### config.mk
export PLATFORM = sky130hd
export DESIGN_NAME = ibex_bus_arbiter
export DESIGN_NICKNAME = d
export VERILOG_FILES = /design/src/rtl/ibex_pkg.sv /design/src/rtl/ibex_bus_owner_fifo.sv /design/src/rtl/ibex_bus_arbiter.sv
export SDC_FILE = /design/constraint.sdc
export NUM_CORES = 1
export LEC_CHECK = 0
export ABC_AREA = 1
export CORE_AREA = 2 2 109 111
export CTS_BUF_LIST = sky130_fd_sc_hd__clkbuf_2
export CTS_CLUSTER_DIAMETER = 80
export DETAILED_ROUTE_END_ITERATION = 8
export DIE_AREA = 0 0 111 113
export DONT_BUFFER_PORTS = 1
export PLACE_DENSITY = 0.39
export SLEW_MARGIN = 40
export SYNTH_ARGS = -nofsm -noshare
export SYNTH_HDL_FRONTEND = slang
export SYNTH_SLANG_ARGS = --single-unit
### constraint.sdc
create_clock -name clk_i -period 2.42 [get_ports clk_i]
set_clock_uncertainty 0.1 [all_clocks]
set_input_delay 0.363 -clock clk_i [delete_from_list [all_inputs] [get_ports clk_i]]
set_output_delay 0.363 -clock clk_i [all_outputs]
set_load 0.01 [all_outputs]
### src/rtl/ibex_pkg.sv
// Shared types for the Ibex shared-bus arbiter: owner identifiers, arbiter FSM
// states and the winner-selection rule used in the idle state.
package ibex_pkg;

  typedef enum logic {
    OwnerInstr = 1'b0,
    OwnerData  = 1'b1
  } bus_owner_e;

  typedef enum logic [1:0] {
    IDLE       = 2'd0,
    HOLD_INSTR = 2'd1,
    HOLD_DATA  = 2'd2
  } arb_state_e;

  // On contention data wins, unless round-robin favours whoever lost last time.
  function automatic bus_owner_e pick_winner(input logic       instr_req,
                                             input logic       data_req,
                                             input logic       round_robin,
                                             input bus_owner_e last_winner);
    bus_owner_e winner;
    if (instr_req && data_req) begin
      winner = (round_robin && last_winner == OwnerData) ? OwnerInstr : OwnerData;
    end else if (data_req) begin
      winner = OwnerData;
    end else begin
      winner = OwnerInstr;
    end
    return winner;
  endfunction

endpackage

### src/rtl/ibex_bus_owner_fifo.sv
// In-order record of which requester owns each granted, un-responded host
// transaction; the head names the destination of the next response.
module ibex_bus_owner_fifo
  import ibex_pkg::*;
#(
  parameter int unsigned Depth = 2
) (
  input  logic       clk_i,
  input  logic       rst_ni,
  input  logic       push,
  input  bus_owner_e push_owner,
  input  logic       pop,
  output bus_owner_e head,
  output logic       full,
  output logic       empty
);

  localparam logic [1:0] LastIdx  = 2'(Depth - 1);
  localparam logic [2:0] DepthCnt = 3'(Depth);

  logic [3:0] mem_q;
  logic [1:0] wr_ptr_q;
  logic [1:0] rd_ptr_q;
  logic [2:0] count_q;
  logic       do_push;
  logic       do_pop;

  function automatic logic [1:0] ptr_next(input logic [1:0] ptr);
    return (ptr == LastIdx) ? 2'd0 : ptr + 2'd1;
  endfunction

  assign full    = (count_q == DepthCnt);
  assign empty   = (count_q == 3'd0);
  assign do_push = push & ~full;
  assign do_pop  = pop & ~empty;
  assign head    = bus_owner_e'(mem_q[rd_ptr_q]);

  always_ff @(posedge clk_i or negedge rst_ni) begin
    if (!rst_ni) begin
      mem_q    <= '0;
      wr_ptr_q <= '0;
      rd_ptr_q <= '0;
      count_q  <= '0;
    end else begin
      if (do_push) begin
        mem_q[wr_ptr_q] <= push_owner;
        wr_ptr_q        <= ptr_next(wr_ptr_q);
      end
      if (do_pop) begin
        rd_ptr_q <= ptr_next(rd_ptr_q);
      end
      case ({do_push, do_pop})
        2'b10:   count_q <= count_q + 3'd1;
        2'b01:   count_q <= count_q - 3'd1;
        default: count_q <= count_q;
      endcase
    end
  end

endmodule

### src/rtl/ibex_bus_arbiter.sv
// Shares one host bus between the instruction-fetch and load/store ports with
// zero-latency grant and response routing; responses return in grant order.
module ibex_bus_arbiter
  import ibex_pkg::*;
#(
  parameter int unsigned MaxOutstanding = 2,
  parameter bit          RoundRobin     = 1'b0
) (
  input  logic        clk_i,
  input  logic        rst_ni,
  input  logic        instr_req_i,
  output logic        instr_gnt_o,
  output logic        instr_rvalid_o,
  input  logic [31:0] instr_addr_i,
  output logic [31:0] instr_rdata_o,
  output logic        instr_err_o,
  input  logic        data_req_i,
  output logic        data_gnt_o,
  output logic        data_rvalid_o,
  input  logic        data_we_i,
  input  logic [3:0]  data_be_i,
  input  logic [31:0] data_addr_i,
  input  logic [31:0] data_wdata_i,
  output logic [31:0] data_rdata_o,
  output logic        data_err_o,
  output logic        host_req_o,
  input  logic        host_gnt_i,
  input  logic        host_rvalid_i,
  output logic        host_we_o,
  output logic [3:0]  host_be_o,
  output logic [31:0] host_addr_o,
  output logic [31:0] host_wdata_o,
  input  logic [31:0] host_rdata_i,
  input  logic        host_err_i
);

  arb_state_e state_q, state_d;
  bus_owner_e last_q;
  bus_owner_e owner;
  bus_owner_e head;
  logic       req_active;
  logic       granted;
  logic       resp_valid;
  logic       fifo_full;
  logic       fifo_empty;

  always_ff @(posedge clk_i or negedge rst_ni) begin
    if (!rst_ni) begin
      state_q <= IDLE;
      last_q  <= OwnerInstr;
    end else begin
      state_q <= state_d;
      if (granted) begin
        last_q <= owner;
      end
    end
  end

  // Once a request is on the bus without a grant, it stays with the same owner.
  always_comb begin
    state_d    = state_q;
    owner      = OwnerInstr;
    req_active = 1'b0;
    case (state_q)
      IDLE: begin
        if ((instr_req_i || data_req_i) && !fifo_full) begin
          req_active = 1'b1;
          owner      = pick_winner(instr_req_i, data_req_i, RoundRobin, last_q);
          if (!host_gnt_i) begin
            state_d = (owner == OwnerData) ? HOLD_DATA : HOLD_INSTR;
          end
        end
      end
      HOLD_INSTR: begin
        owner      = OwnerInstr;
        req_active = !fifo_full;
        if (host_gnt_i && req_active) begin
          state_d = IDLE;
        end
      end
      default: begin
        owner      = OwnerData;
        req_active = !fifo_full;
        if (host_gnt_i && req_active) begin
          state_d = IDLE;
        end
      end
    endcase
  end

  assign host_req_o  = req_active & rst_ni;
  assign granted     = host_req_o & host_gnt_i;
  assign instr_gnt_o = granted & (owner == OwnerInstr);
  assign data_gnt_o  = granted & (owner == OwnerData);

  always_comb begin
    host_we_o    = 1'b0;
    host_be_o    = 4'h0;
    host_addr_o  = 32'h0;
    host_wdata_o = 32'h0;
    if (host_req_o) begin
      if (owner == OwnerData) begin
        host_we_o    = data_we_i;
        host_be_o    = data_be_i;
        host_addr_o  = data_addr_i;
        host_wdata_o = data_wdata_i;
      end else begin
        host_be_o   = 4'hF;
        host_addr_o = instr_addr_i;
      end
    end
  end

  // Responses with nothing outstanding have no owner and are discarded.
  assign resp_valid     = host_rvalid_i & ~fifo_empty & rst_ni;
  assign instr_rvalid_o = resp_valid & (head == OwnerInstr);
  assign data_rvalid_o  = resp_valid & (head == OwnerData);
  assign instr_rdata_o  = instr_rvalid_o ? host_rdata_i : 32'h0;
  assign data_rdata_o   = data_rvalid_o ? host_rdata_i : 32'h0;
  assign instr_err_o    = instr_rvalid_o & host_err_i;
  assign data_err_o     = data_rvalid_o & host_err_i;

  ibex_bus_owner_fifo #(
    .Depth(MaxOutstanding)
  ) u_owner_fifo (
    .clk_i     (clk_i),
    .rst_ni    (rst_ni),
    .push      (granted),
    .push_owner(owner),
    .pop       (resp_valid),
    .head      (head),
    .full      (fifo_full),
    .empty     (fifo_empty)
  );

endmodule

=== Word-level counts from Yosys, hierarchy flattened ===
Cells that the tools add are included.

* Flip-flop bits (word level): 13
* Latch bits: 0
* Memory bits (writable): 0
* Memory bits (read-only): 0
* Bits of input ports: 140
* Memories kept: 0

* Add/sub/neg operators: 4
* $mul: 0
* Divide/modulo/power cells: 0
* $lt $le $gt $ge: 3
* Equal/unequal tests: 8
* Shift-type cells: 0
* Muxes and demuxes: 31
* Bitwise operators: 16
* Reduce and logical (&&, ||, !) cells: 11

{| class="wikitable"
|+ Operator list
! kind !! count
|-
| two-way mux 32 bit || 6
|-
| two-way mux 2 bit || 7
|-
| AND 1 bit || 12
|-
| two-way mux 1 bit || 11
|-
| equality test 2 x 1 -> 1 bit, second input constant || 4
|-
| two-way mux 4 bit || 2
|-
| < comparator 2 x 3 -> 1 bit, second input constant || 2
|-
| one-hot mux 3 bit (2 select lines) || 1
|-
| adder 2 x 1 -> 2 bit, second input constant || 2
|-
| bitwise mux 4 bit || 1
|-
| logical AND 1 bit || 4
|-
| inequality test 2 bit, second input constant || 2
|-
| NOT 1 bit || 4
|-
| nonzero test 2 bit || 2
|-
| adder 3 x 1 -> 3 bit, second input constant || 1
|-
| equality test 3 x 2 -> 1 bit, second input constant || 1
|-
| logical NOT 3 bit || 1
|-
| AND reduction 3 bit || 1
|-
| subtractor 3 x 1 -> 3 bit, second input constant || 1
|-
| binary-select mux 1 bit (select 2 bit) || 1
|-
| demux 1 bit (select 2 bit) || 1
|-
| equality test 2 bit, second input constant || 1
|-
| greater-or-equal comparator 2 x 1 -> 1 bit, second input constant || 1
|-
| logical NOT 2 bit || 1
|-
| 3 further kinds || 3
|}

=== Depth between registers and ports, before layout ===
* Depth in word-level cells: 10
* Gate-level depth with buffers: 9
* Mapped depth without buffers: 9

=== By module ===
Synthesis repeated with hierarchy kept, for this count alone.

* Cell total of the unflattened synthesis: 410
* Area total of the unflattened synthesis: 2057.0 um^2

{| class="wikitable"
|+ Modules (own cells, without submodules)
! module !! instances !! cells each !! area an instance (um^2)
|-
| ibex_bus_arbiter || 1 || 333 || 1435.1
|-
| ibex_bus_owner_fifo || 1 || 77 || 621.8
|}

=== Worst setup path after synthesis ===
No wires, ideal clock.

* Path kind: register -> register
* Start: register state_q[1]
* End: register u_owner_fifo.count_q[2]
* Data arrival time: 1860 ps
* Setup slack: 336 ps
* Stages on the path, launching flop included: 10
* Cells stage by stage: dfrtp_1 > nor2_2 > nand3_2 > nand4_1 > ha_1 > inv_1 > fa_1 > a21oi_1 > o21ai_0 > xnor2_1

* Longest elaborated chain between the ends: 7
* Elaborated cells between the ends (all ways): 9
* Classes of those cells: eq/ne: 2; mux: 2; bitwise: 3; reduce/logical: 2

{| class="wikitable"
|+ RTL lines
! element !! line !! text
|-
| from (decl) || ibex_bus_arbiter.sv:37 || <nowiki>arb_state_e state_q, state_d;</nowiki>
|-
| from (signal assigned) || ibex_bus_arbiter.sv:52 || <nowiki>state_q <= state_d;</nowiki>
|-
| logical NOT 2 bit * || ibex_bus_arbiter.sv:64 || <nowiki>case (state_q)</nowiki>
|-
| two-way mux 1 bit * || - ||
|-
| AND 1 bit * || ibex_bus_arbiter.sv:91 || <nowiki>assign host_req_o = req_active & rst_ni;</nowiki>
|-
| AND 1 bit * || ibex_bus_arbiter.sv:92 || <nowiki>assign granted = host_req_o & host_gnt_i;</nowiki>
|-
| AND 1 bit * || ibex_bus_owner_fifo.sv:34 || <nowiki>assign do_push = push & ~full;</nowiki>
|-
| equality test 2 x 1 -> 1 bit / equality test 2 bit (equally long branches) || ibex_bus_owner_fifo.sv:52 || <nowiki>case ({do_push, do_pop})</nowiki>
|-
| one-hot mux 3 bit (2 select lines) / nonzero test 2 bit (equally long branches) || - ||
|-
| to (signal assigned) || ibex_bus_owner_fifo.sv:53 || <nowiki>2'b10: count_q <= count_q + 3'd1;</nowiki>
|-
| to (signal assigned) || ibex_bus_owner_fifo.sv:54 || <nowiki>2'b01: count_q <= count_q - 3'd1;</nowiki>
|-
| to (signal assigned) || ibex_bus_owner_fifo.sv:55 || <nowiki>default: count_q <= count_q;</nowiki>
|-
| to (decl) || ibex_bus_owner_fifo.sv:24 || <nowiki>logic [2:0] count_q;</nowiki>
|}

Every way passes the cells marked *; elsewhere a longest branch is shown, timed or not.
A chain may end at the register's enable or synchronous reset.

=== Worst setup path in the final report ===
* Start: register u_owner_fifo.count_q[2]
* End: output port host_addr_o[29]

* Longest elaborated chain between the ends: 7
* Elaborated cells between the ends (all ways): 10
* Classes of those cells: eq/ne: 1; mux: 6; bitwise: 1; reduce/logical: 2

{| class="wikitable"
|+ RTL lines
! element !! line !! text
|-
| equality test 3 x 2 -> 1 bit * || ibex_bus_owner_fifo.sv:32 || <nowiki>assign full = (count_q == DepthCnt);</nowiki>
|-
| logical NOT 1 bit * || ibex_bus_arbiter.sv:66, ibex_bus_arbiter.sv:76, ibex_bus_arbiter.sv:83 ||
|-
| logical AND 1 bit || ibex_bus_arbiter.sv:66 || <nowiki>if ((instr_req_i || data_req_i) && !fifo_full) begin</nowiki>
|-
| two-way mux 1 bit || ibex_bus_arbiter.sv:66 ||
|-
| one-hot mux 1 bit (2 select lines) / two-way mux 1 bit (equally long branches) || - ||
|-
| two-way mux 32 bit / AND 1 bit (equally long branches) || ibex_bus_arbiter.sv:102, ibex_bus_arbiter.sv:91 ||
|-
| two-way mux 32 bit * || ibex_bus_arbiter.sv:101 || <nowiki>if (host_req_o) begin</nowiki>
|-
| to (decl) || ibex_bus_arbiter.sv:31 || <nowiki>output logic [31:0] host_addr_o,</nowiki>
|}

Marked as above.

==> impl_metrics.py <==
metrics = {
    "setup_path": {
        "start_kind": "flip-flop",
        "cp_max_fo": 35,
        "reg2reg_from": "state_q[0]",
        "r2r-end": "u_owner_fifo.count_q[2]",
        "crit_type": "flip-flop to primary output",
        "end_kind": "primary output",
        "reg2reg_slack_ns": 0.38,
        "crit_required_ns": 1.96,
        "worstPathArrival_ns": 1.83,
        "ff2ff_path_depth": 9,
    },
    "place": {
        "routabilityCongestion": 0.804,
        "io_buffers": 0,
        "place_area_um2": 2310,
        "dp.cells": 544,
        "dp_hpwl_um": 7480,
    },
    "clocking": {
        "clockRootBuffer": "clkbuf_2",
        "cts_made_buffers": 3,
        "path_clk_slew_ns": 0.13,
        "clockBufferDepth": 2,
        "htreeDepth": 1,
        "cts_tree": "yes",
        "clkSinkCount": 13,
        "clk_latency_ns": 0.28,
    },
    "yosys": {
        "synth_seq_cells": 13,
        "synthArstFlopShare_pct": 100,
        "synth_edf_count": 0,
        "synthFlopType": "dfrtp_1",
        "ys_types": 24,
        "synth.net_count": 524,
        "avgSynthCellArea_um2": 5.01,
        "yosysSeqAreaShare_pct": 17.0,
        "synth_warnings": 0,
        "syn_inst": 382,
        "netlist_area_um2": 1920,
    },
    "layout": {
        "final_cell_mix": "175 x nor2_1, 52 x inv_1, 46 x nand2_1",
        "drive_above_1_share_pct": 15.3,
        "layoutNonFillerInstCount": 554,
        "antenna_cells": 0,
        "fin_nets": 554,
        "final_common_cell": "nor2_1",
        "area_growth_pct": 26.3,
        "stdcell_area_um2": 2420,
    },
    "sta": {
        "rsz0062_at_grt": "true",
        "setup_viol": 0,
        "finalSetupTns_ns": 0,
        "hold_viol": 0,
        "tightestPinTransition_ns": 0.659,
        "slew_viol_final": 0,
        "fin_crit_sh_pct": 94.6,
        "fmax_mhz": 437,
        "slew_headroom_pct": 55.9,
        "period_minus_slack_ns": 2.29,
    },
    "hold_path": {
        "hold_depth": 2,
        "hold_start": "data_req_i",
        "hold_class": "primary input to flip-flop",
        "hold_end": "state_q[1]",
    },
    "global_route": {
        "antenna_found_initial": 0,
        "grt_pass1_vias": 2129,
        "grt_max_degree": 71,
        "groute.usage.overall_pct": 12.4,
        "grt_pass1_wl_um": 12400,
        "overflow": 0,
    },
    "drt": {
        "ant_nets": 0,
        "drt-vias-per-instance": 4.41,
        "routed_wl_um": 8870,
        "drc": 0,
        "num_vias": 2443,
        "first_pass_iters": 4,
        "avgRoutedWirePerCell_um": 16.0,
        "drt_iter0_markers": 117,
    },
    "floorplan": {
        "ioPinCount": 280,
        "die_area_um2": 12500,
        "die_h_um": 113,
        "num_rows": 39,
        "start_util_pct": 17.0,
        "die_x_um": 111,
        "core_area_um2": 11300,
    },
    "power": {
        "leakagePower_nw": 1.32,
        "irDropWorstVdd_mv": 0.265,
        "p_per_area_nw_per_um2": 953,
    },
    "status": {
        "status": "finished clean",
    },
    "run": {
        "drv_cap": 0,
    },
}
-- per-layer routing --
| layer | routed length, um | global-route usage [%] | vias to the layer above |
|---|---|---|---|
| li1 | - | - | 1192 |
| met5 | 0 | 0 | - |
| met3 | 843 | 2.84 | 6 |
| met1 | 3060 | 12.8 | 1061 |
| met4 | 30 | 1.50 | 0 |
| met2 | 4930 | 26.0 | 184 |
-- area by class of cell --
cell class | count | area, um^2
Clock buffer | 4 | 20.0
Sequential cell | 13 | 325
Timing Repair Buffer | 48 | 418
Tap cell | 143 | 179
Multi-Input combinational cell | 292 | 1270
Inverter | 54 | 208
Fill cell | 1303 | 8850
-- worst max-delay path, cell delays in order, from the launching register on --
cell     delay (ns)
dfrtp_1        0.43
nor2_2         0.16
nand2_2        0.12
a21oi_4        0.20
buf_12         0.13
buf_12         0.16
o21ai_0        0.09
nor2_1         0.25
-- worst max-delay path by stage --
stage,startpoint,to,slack (ns),cells after the start
2_1_floorplan,state_q[1],u_owner_fifo.count_q[2],0.34,9
3_3_place_gp,data_req_i,host_addr_o[0],0.40,6
3_5_place_dp,data_req_i,host_addr_o[0],0.34,6
4_1_cts,state_q[0],host_addr_o[0],0.02,5
5_1_grt,u_owner_fifo.count_q[2],host_addr_o[5],-0.02,7
6_report,u_owner_fifo.count_q[2],host_addr_o[29],0.13,7
-- cells in the mapped netlist, types with 2 or more instances --
| master | instances | area share, % |
|---|---|---|
| nor2_1 | 178 | 35 |
| inv_1 | 52 | 10 |
| nand2_1 | 46 | 9.0 |
| o21ai_0 | 34 | 8.9 |
| buf_2 | 16 | 4.2 |
| dfrtp_1 | 13 | 17 |
| nand3_1 | 6 | 1.6 |
| a21oi_1 | 5 | 1.3 |
| o21ai_1 | 4 | 1.0 |
| o21bai_1 | 4 | 1.6 |
| buf_4 | 3 | 1.2 |
| clkbuf_1 | 3 | 0.59 |
| xor2_1 | 3 | 1.4 |
| inv_2 | 2 | 0.39 |
| nand3_2 | 2 | 1.0 |
| nor2_2 | 2 | 0.65 |
| xnor2_1 | 2 | 0.91 |
-- sequential cells by signal, indices dropped and copies added, names as in the netlist --
name,count
state_q,2
u_owner_fifo.count_q,3
u_owner_fifo.mem_q,4
u_owner_fifo.wr_ptr_q,2
u_owner_fifo.rd_ptr_q,2
-- report_power, final --
| group | internal, mW | total (mW) | switching, mW |
|---|---|---|---|
| clock | 0.0438 | 0.121 | 0.0772 |
| combinational | 0.577 | 1.80 | 1.23 |
| sequential | 0.309 | 0.384 | 0.0743 |
-- stage by stage --
stage	power, mW	setup WS [ns]	hold WS, ns	util, %
finish	2.31	0.132	0.163	21.5
global route	2.53	-0.0191	0.147	21.5
CTS	2.19	0.0167	0.136	20.8
detailed placement	2.06	0.341	-0.0317	20.5
global placement	2.02	0.404	-0.0317	20.5
floorplan	1.66	0.336	-0.0326	-
-- kinds of logic after synthesis --
family          Yosys count  share of synthesized area, %
compound gates           49                          14.1
xor+xnor                  5                          2.29
fa+ha+maj                 2                          1.70
buf+inv                  77                          17.1
flops                    13                          17.0
simple gates            236                          47.8
-- timing repair --
item	CTS	global route
gates resized for setup	0	6
hold buffers	1	0
setup buffers	0	4
hold endpoints to repair	13	0
endpoints found under the setup margin	0	30
Note: power is estimated with default switching activity, not from simulation.
